===== config.mk =====
export PLATFORM = sky130hd
export DESIGN_NAME = padctrl_seq
export DESIGN_NICKNAME = d
export VERILOG_FILES = /design/src/rtl/padctrl_seq_pkg.sv /design/src/rtl/falsepath_anchor.sv /design/src/rtl/padctrl_seq_ramp.sv /design/src/rtl/padctrl_seq.sv
export SDC_FILE = /design/constraint.sdc
export NUM_CORES = 1
export LEC_CHECK = 0
export ABC_AREA = 1
export CAP_MARGIN = 25
export CORE_AREA = 2 2 136 138
export DETAILED_ROUTE_END_ITERATION = 10
export DIE_AREA = 0 0 138 140
export PLACE_DENSITY = 0.52
export RECOVER_POWER = 25
export SKIP_CTS_REPAIR_TIMING = 1
export SYNTH_ARGS = -nofsm -noshare
export SYNTH_HDL_FRONTEND = slang
export SYNTH_HIERARCHICAL = 1
export SYNTH_SLANG_ARGS = --single-unit

===== constraint.sdc =====
create_clock -name clk -period 2.83 [get_ports clk]
set_input_delay 0.283 -clock clk [delete_from_list [all_inputs] [get_ports clk]]
set_output_delay 0.283 -clock clk [all_outputs]
set_load 0.005 [all_outputs]

===== src/rtl/padctrl_seq_pkg.sv =====
// padctrl_seq_pkg: register offsets, field layout, reset values and sequencer
// state encoding shared by the pad-control sequencer files.
package padctrl_seq_pkg;

    // Byte offsets within the APB window
    localparam logic [19:0] A_BANK   = 20'h000;  // + 4*b
    localparam logic [19:0] A_PU     = 20'h040;
    localparam logic [19:0] A_PD     = 20'h044;
    localparam logic [19:0] A_CTRL   = 20'h080;
    localparam logic [19:0] A_LOCK   = 20'h084;
    localparam logic [19:0] A_ACT    = 20'h100;  // + 4*b
    localparam logic [19:0] A_ACT_PU = 20'h140;
    localparam logic [19:0] A_ACT_PD = 20'h144;

    // CTRL bit positions
    localparam int CTRL_COMMIT  = 0;   // write
    localparam int CTRL_BUSY    = 0;   // read
    localparam int CTRL_PENDING = 1;   // read

    // One bank's pad-group control, laid out as in the BANK/ACT registers
    typedef struct packed {
        logic       schmitt;  // [3]
        logic       slew;     // [2]
        logic [1:0] drive;    // [1:0]
    } bank_cfg_t;

    localparam bank_cfg_t BANK_RST = '{schmitt: 1'b1, slew: 1'b0, drive: 2'b01};

    typedef enum logic [1:0] {
        IDLE   = 2'd0,
        APPLY  = 2'd1,
        FINISH = 2'd2
    } seq_state_t;

endpackage


===== src/rtl/falsepath_anchor.sv =====
// falsepath_anchor: named pass-through cell marking the boundary of every
// pad-control output so timing constraints can target it.
//   d : input vector
//   q : identical output vector
module falsepath_anchor #(
    parameter int W = 1
) (
    input  logic [W-1:0] d,
    output logic [W-1:0] q
);
    assign q = d;
endmodule


===== src/rtl/padctrl_seq_ramp.sv =====
// padctrl_seq_ramp: one drive-code stepper. Moves the current code one step
// toward the target; shared across banks by the sequencer's bank mux.
//   cur  : current active drive code
//   tgt  : target drive code
//   nxt  : code after one step (equals cur when already at target)
//   done : cur already equals tgt
module padctrl_seq_ramp (
    input  logic [1:0] cur,
    input  logic [1:0] tgt,
    output logic [1:0] nxt,
    output logic       done
);
    always_comb begin
        nxt  = cur;
        done = (cur == tgt);
        if (cur < tgt)      nxt = cur + 2'd1;
        else if (cur > tgt) nxt = cur - 2'd1;
    end
endmodule


===== src/rtl/padctrl_seq.sv =====
// padctrl_seq: APB-programmed pad control. Shadow registers are captured to a
// target set on COMMIT; a sequencer then walks the banks, ramping each drive
// code one step every STEP_CYCLES and copying slew/schmitt, and finally applies
// the GPIO pulls. A COMMIT while busy is remembered and re-run after FINISH.
// Optional build macro PADCTRL_SEQ_LOCK_EN adds a sticky LOCK register at 0x084.
// Ports:
//   clk, rst_n              clock, synchronous active-low reset
//   apbs_*                  APB slave (pready tied 1, reads combinational)
//   bank_drive/slew/schmitt active per-bank pad controls
//   gpio_pu/gpio_pd         active GPIO pulls
module padctrl_seq
    import padctrl_seq_pkg::*;
#(
    parameter int N_BANKS     = 4,
    parameter int N_GPIO      = 6,
    parameter int STEP_CYCLES = 16
) (
    input  logic                   clk,
    input  logic                   rst_n,
    input  logic                   apbs_psel,
    input  logic                   apbs_penable,
    input  logic                   apbs_pwrite,
    input  logic [19:0]            apbs_paddr,
    input  logic [31:0]            apbs_pwdata,
    output logic [31:0]            apbs_prdata,
    output logic                   apbs_pready,
    output logic                   apbs_pslverr,
    output logic [2*N_BANKS-1:0]   bank_drive,
    output logic [N_BANKS-1:0]     bank_slew,
    output logic [N_BANKS-1:0]     bank_schmitt,
    output logic [N_GPIO-1:0]      gpio_pu,
    output logic [N_GPIO-1:0]      gpio_pd
);
    localparam int BW = (N_BANKS > 1) ? $clog2(N_BANKS) : 1;
    localparam int TW = $clog2(STEP_CYCLES + 1);
    localparam logic [BW-1:0] B_LAST   = BW'(N_BANKS - 1);
    localparam logic [TW-1:0] T_RELOAD = TW'(STEP_CYCLES - 1);

    bank_cfg_t [N_BANKS-1:0] shadow_bank, target_bank, act_bank;
    logic [N_GPIO-1:0] shadow_pu, shadow_pd, target_pu, target_pd, act_pu, act_pd;

    seq_state_t    state, state_n;
    logic [BW-1:0] b, b_n;
    logic [TW-1:0] timer, timer_n;
    logic          pending, pending_n;
    logic          load_target, step_bank, apply_pulls;
    logic          locked;

    // ---------------- APB decode ----------------
    logic        access, wr_ok, err;
    logic [19:0] addr;
    logic [3:0]  sel;
    logic hit_bank, hit_pu, hit_pd, hit_ctrl, hit_lock;
    logic hit_act, hit_act_pu, hit_act_pd, hit_rw, hit_ro, commit;
    logic [31:0] rdata;

    assign access = apbs_psel & apbs_penable;
    assign addr   = {apbs_paddr[19:2], 2'b00};
    assign sel    = addr[5:2];

    assign hit_bank   = (addr[19:6] == A_BANK[19:6]) && (int'(sel) < N_BANKS);
    assign hit_act    = (addr[19:6] == A_ACT[19:6])  && (int'(sel) < N_BANKS);
    assign hit_pu     = (addr == A_PU);
    assign hit_pd     = (addr == A_PD);
    assign hit_ctrl   = (addr == A_CTRL);
    assign hit_act_pu = (addr == A_ACT_PU);
    assign hit_act_pd = (addr == A_ACT_PD);

`ifdef PADCTRL_SEQ_LOCK_EN
    assign hit_lock = (addr == A_LOCK);
    always_ff @(posedge clk) begin
        if (!rst_n)                                      locked <= 1'b0;
        else if (wr_ok && hit_lock && apbs_pwdata[0])    locked <= 1'b1;
    end
`else
    assign hit_lock = 1'b0;
    assign locked   = 1'b0;
`endif

    assign hit_rw = hit_bank | hit_pu | hit_pd | hit_ctrl | hit_lock;
    assign hit_ro = hit_act | hit_act_pu | hit_act_pd;
    // Lock protects everything writable except LOCK itself
    assign err    = access & (~(hit_rw | hit_ro)
                            | (apbs_pwrite & hit_ro)
                            | (apbs_pwrite & locked & (hit_rw & ~hit_lock)));
    assign wr_ok  = access & apbs_pwrite & ~err;
    assign commit = wr_ok & hit_ctrl & apbs_pwdata[CTRL_COMMIT];

    always_comb begin
        rdata = '0;
        for (int i = 0; i < N_BANKS; i++) begin
            if (hit_bank && sel == 4'(i)) rdata[3:0] = shadow_bank[i];
            if (hit_act  && sel == 4'(i)) rdata[3:0] = act_bank[i];
        end
        if (hit_pu)     rdata[N_GPIO-1:0] = shadow_pu;
        if (hit_pd)     rdata[N_GPIO-1:0] = shadow_pd;
        if (hit_act_pu) rdata[N_GPIO-1:0] = act_pu;
        if (hit_act_pd) rdata[N_GPIO-1:0] = act_pd;
        if (hit_ctrl) begin
            rdata[CTRL_BUSY]    = (state != IDLE);
            rdata[CTRL_PENDING] = pending;
        end
        if (hit_lock) rdata[0] = locked;
    end

    logic unused_bits;
    assign unused_bits = ^{apbs_paddr[1:0], apbs_pwdata};

    // ---------------- ramp stepper on the selected bank ----------------
    logic [1:0] ramp_nxt;
    logic       ramp_done;

    padctrl_seq_ramp u_ramp (
        .cur  (act_bank[b].drive),
        .tgt  (target_bank[b].drive),
        .nxt  (ramp_nxt),
        .done (ramp_done)
    );

    // ---------------- sequencer FSM ----------------
    always_comb begin
        state_n     = state;
        b_n         = b;
        timer_n     = timer;
        pending_n   = pending;
        load_target = 1'b0;
        step_bank   = 1'b0;
        apply_pulls = 1'b0;
        case (state)
            IDLE: begin
                if (commit) begin
                    load_target = 1'b1;
                    state_n     = APPLY;
                    b_n         = '0;
                    timer_n     = '0;
                end
            end
            APPLY: begin
                if (commit) pending_n = 1'b1;
                if (timer != '0) begin
                    timer_n = timer - TW'(1);
                end else begin
                    step_bank = 1'b1;
                    if (!ramp_done)      timer_n = T_RELOAD;
                    else if (b == B_LAST) state_n = FINISH;
                    else                  b_n     = b + BW'(1);
                end
            end
            FINISH: begin
                apply_pulls = 1'b1;
                // A COMMIT landing in FINISH is served as if already pending
                if (pending || commit) begin
                    pending_n   = 1'b0;
                    load_target = 1'b1;
                    state_n     = APPLY;
                    b_n         = '0;
                    timer_n     = '0;
                end else begin
                    state_n = IDLE;
                end
            end
            default: state_n = IDLE;
        endcase
    end

    // ---------------- state and register file ----------------
    always_ff @(posedge clk) begin
        if (!rst_n) begin
            state       <= IDLE;
            b           <= '0;
            timer       <= '0;
            pending     <= 1'b0;
            shadow_bank <= {N_BANKS{BANK_RST}};
            target_bank <= {N_BANKS{BANK_RST}};
            act_bank    <= {N_BANKS{BANK_RST}};
            shadow_pu   <= '0;
            shadow_pd   <= '0;
            target_pu   <= '0;
            target_pd   <= '0;
            act_pu      <= '0;
            act_pd      <= '0;
        end else begin
            state   <= state_n;
            b       <= b_n;
            timer   <= timer_n;
            pending <= pending_n;

            if (wr_ok) begin
                for (int i = 0; i < N_BANKS; i++)
                    if (hit_bank && sel == 4'(i)) shadow_bank[i] <= apbs_pwdata[3:0];
                if (hit_pu) shadow_pu <= apbs_pwdata[N_GPIO-1:0];
                if (hit_pd) shadow_pd <= apbs_pwdata[N_GPIO-1:0];
            end

            if (load_target) begin
                target_bank <= shadow_bank;
                target_pu   <= shadow_pu;
                target_pd   <= shadow_pd & ~shadow_pu;  // pull-up wins a conflict
            end

            if (step_bank) begin
                act_bank[b].drive   <= ramp_nxt;
                act_bank[b].slew    <= target_bank[b].slew;
                act_bank[b].schmitt <= target_bank[b].schmitt;
            end

            if (apply_pulls) begin
                act_pu <= target_pu;
                act_pd <= target_pd;
            end
        end
    end

    // ---------------- outputs ----------------
    logic [2*N_BANKS-1:0] drive_w;
    logic [N_BANKS-1:0]   slew_w, schmitt_w;

    for (genvar g = 0; g < N_BANKS; g++) begin : g_bank
        assign drive_w[2*g +: 2] = act_bank[g].drive;
        assign slew_w[g]         = act_bank[g].slew;
        assign schmitt_w[g]      = act_bank[g].schmitt;
    end

    falsepath_anchor #(.W(32))        u_fa_prdata  (.d((access & ~apbs_pwrite) ? rdata : 32'd0), .q(apbs_prdata));
    falsepath_anchor #(.W(1))         u_fa_pready  (.d(1'b1),     .q(apbs_pready));
    falsepath_anchor #(.W(1))         u_fa_pslverr (.d(err),      .q(apbs_pslverr));
    falsepath_anchor #(.W(2*N_BANKS)) u_fa_drive   (.d(drive_w),  .q(bank_drive));
    falsepath_anchor #(.W(N_BANKS))   u_fa_slew    (.d(slew_w),   .q(bank_slew));
    falsepath_anchor #(.W(N_BANKS))   u_fa_schmitt (.d(schmitt_w), .q(bank_schmitt));
    falsepath_anchor #(.W(N_GPIO))    u_fa_pu      (.d(act_pu),   .q(gpio_pu));
    falsepath_anchor #(.W(N_GPIO))    u_fa_pd      (.d(act_pd),   .q(gpio_pd));

endmodule


==> reports/results.tsv <==
stage	metric	value	unit
run_status	status	completed	
power	swShare	29.6	%
cells_and_area	multi_input_area	0.00267	mm²
worst_setup_path	worstPathMaxFanout	5	
logic_synthesis	synth_area	0.00525	mm²
power	net-switching-power	0.915	mW
grt	first_global_vias	4583	
logic_synthesis	netlist.top_cell.by_area	dfxtp_1	
cells_and_area	stdcell_area	0.00675	mm²
timing	hold_viol	0	
power	power.leakage	3.08	nW
worst_setup_path	critPathLaunchType	primary input	
power	vdd_drop_max	311	µV
logic_synthesis	ys_seq_elements	94	
timing	min_period	2720	ps
power	p_seq_share	45.2	%
cells_and_area	final_util	37.9	%
logic_synthesis	syn_area_per_cell	6.91	µm²
grt	antenna_found_initial	0	
power	clkPwrFrac	38.8	%
cells_and_area	n_antenna_cell	0	
logic_synthesis	ys_types	38	
route	drcViolationCount	0	
timing	worst_pin_slew	797	ps
clocking	cts_tree	yes	
clocking	htree_levels	3	
floorplan	die_w	138	µm
cells_and_area	drive_above_1_share	20.3	%
timing	fmax	368	MHz
logic_synthesis	synth_top_cell_area_share	35.9	%
power	p_comb_share	16.0	%
power	power.density	458	mW/mm²
grt	gr-usage-all-layers	15.7	%
placed_design	dp_hpwl	11.4	mm
clocking	clock_path_buffers	2	
placed_design	place_congestion	0.904	
worst_setup_path	critical_path_class	in2out	
worst_setup_path	max_stage_delay	410	ps
clocking	cts_buffers	9	
cells_and_area	area_growth	28.6	%
worst_setup_path	cp_data_required_time	2550	ps
floorplan	die_area	0.0193	mm²
route	drt-wirelength-per-cell	14.0	µm
run	drv_cap	0	
grt	grt_pass1_wl	24.2	mm
timing	setup_viol	0	
grt	grt_max_degree	79	
route	vias_per_cell	4.54	
logic_synthesis	synthCells	759	
cells_and_area	layout.nets	920	
logic_synthesis	yosys_warnings	6	
floorplan	initial_core_util	29.5	%
clocking	clock_sinks	94	
timing	rsz0062_at_grt	yes	
timing	timing.final.crit_share	96.0	%
timing	hold_slack	459	ps
route	drtIter0Drc	294	
worst_setup_path	cpMostUsedCell	nand2_1	
route	ant_nets	0	
worst_setup_path	path_cells	clkdlybuf4s50_1 > nor2_2 > nand3_2 > nor2_4 > nand2_2 > inv_2 > nand2_2 > buf_6 > o21ai_0 > inv_1 > nand2_1 > nand2_1 > nand2_1 > nand2_1 > nand2_1 > nand2_1 > nand2_1 > nand2_1 > nand2_1 > a21oi_2 > clkbuf_2	
floorplan	fp-row-count	49	
route	route.vias.total	4944	
grt	overflow	0	
logic_synthesis	ys_seq_area_share	35.9	%
clocking	clockRootBuffer	clkbuf_16	
worst_setup_path	cp-end-kind	output port	
timing	slew_viol_final	0	
cells_and_area	regArea	0.00188	mm²
floorplan	die_height	140	µm
power	p_int	2.17	mW
floorplan	ioPinCount	119	
hold_path	hp-class	reg2reg	
floorplan	coreArea	0.0178	mm²
cells_and_area	final_cell_mix	135 x nand2_1, 94 x dfxtp_1, 89 x nor2_1, 75 x inv_1, 74 x buf_4	
worst_setup_path	crit_arrival	2430	ps
clocking	cts.clk_slew.worst_paths	70	ps
placed_design	port_buffers	63	
cells_and_area	nFillCells	1936	
route	drt_pass1_iterations	4	
route	routed_wl	15.3	mm
worst_setup_path	crit_slowest_cell	clkdlybuf4s50_1	
timing	fin_skew	11.0	ps
placed_design	dpl_cell_area	0.00626	mm²
clocking	clk_latency	360	ps
logic_synthesis	synthTopCellsByArea	dfxtp_1 36%, nand2_1 10%, buf_4 9.3%, nor2_1 7.0%, o21ai_0 6.8%	
timing	finalSetupTns	0	ps
cells_and_area	layout_commonest_cell	nand2_1	
timing	slew_headroom	46.8	%
==> final cells by class <==
cell class                      instances  share of cell area (%)
Multi-Input combinational cell        520                    39.6
Inverter                               87                    4.88
Timing Repair Buffer                  144                    19.1
Clock inverter                          7                    1.00
Sequential cell                        94                    27.9
Clock buffer                            9                    3.34
Tap cell                              229                    4.25
==> routing by layer <==
layer	vias to the layer above	track usage (%)	wire length (µm)
met1	2258	20.0	7100
li1	2568	-	-
met5	-	0	0
met3	16	3.42	611
met4	0	5.21	284
met2	102	26.6	7260
==> path summary, 6_finish.rpt <==
path	start	end	slack (ps)	cells past startpoint
setup reg to reg	b[1]	target_pu[0]	330	12
setup / recovery	apbs_paddr[17]	apbs_prdata[3]	110	21
hold reg to reg	target_bank[8]	target_bank[8]	460	2
hold / removal	target_bank[8]	target_bank[8]	460	2
==> stage by stage <==
stage	setup WS [ps]	total power, mW	std cells
final	115	3.09	1090
after CTS	-384	3.11	1082
after detailed placement	-372	1.91	1066
after global placement	-307	1.91	1066
after floorplan	513	1.75	784
after global routing	-94.8	3.24	1090
==> synth_stat cells <==
cell type,instances
a21boi_0,1
dfxtp_1,94
o31ai_1,2
a21oi_1,46
o211ai_1,8
nor3_1,5
buf_6,4
nand2_4,1
nor4_1,3
inv_2,5
a31oi_1,1
buf_4,65
ha_1,7
and2_1,1
o21ai_1,12
o211a_1,1
nand4_1,5
inv_1,82
or2_2,3
a21oi_4,1
o22ai_1,6
nor3_4,2
nor2_1,98
clkbuf_1,14
o21ai_0,71
nand3b_1,1
a211oi_1,5
nor2_4,2
nand2_1,141
nor2_2,4
o21bai_1,3
nand3_1,39
conb_1,2
a21oi_2,10
a221oi_1,1
o311ai_0,1
nand2_2,5
nand3_2,7
==> flip-flops by register name, summed over array words and instances (netlist names), 5 cells and up <==
signal and cells:
timer 5, act_bank 16, act_pu 6, target_pd 6, act_pd 6, target_pu 6
shadow_bank 16, shadow_pd 6, target_bank 16, shadow_pu 6
==> power by group through the flow <==
stage          clock (mW)  sequential (mW)  combinational (mW)
3_3_place_gp            0             1.43               0.488
4_1_cts              1.22             1.40               0.492
6_report             1.20             1.40               0.495
2_1_floorplan           0             1.42               0.333
3_5_place_dp            0             1.43               0.488
5_1_grt              1.27             1.40               0.564
==> worst max-delay path, delay by kind of cell <==
family / cells / cell delay, ps
simple gates: 14 / 1250
buf+inv: 5 / 790
compound gates: 2 / 110
==> kinds of logic after synthesis <==
kind of cell / Yosys count / share of synthesized area [%]
and+or+nand+nor: 317 / 26.6
buffers and inverters: 170 / 17.4
AOI/OAI and AO/OA: 169 / 18.4
DFF: 94 / 35.9
adders and majority gates: 7 / 1.67
other: 2 / 0.143
No activity file was read; power rests on OpenSTA's default activity.
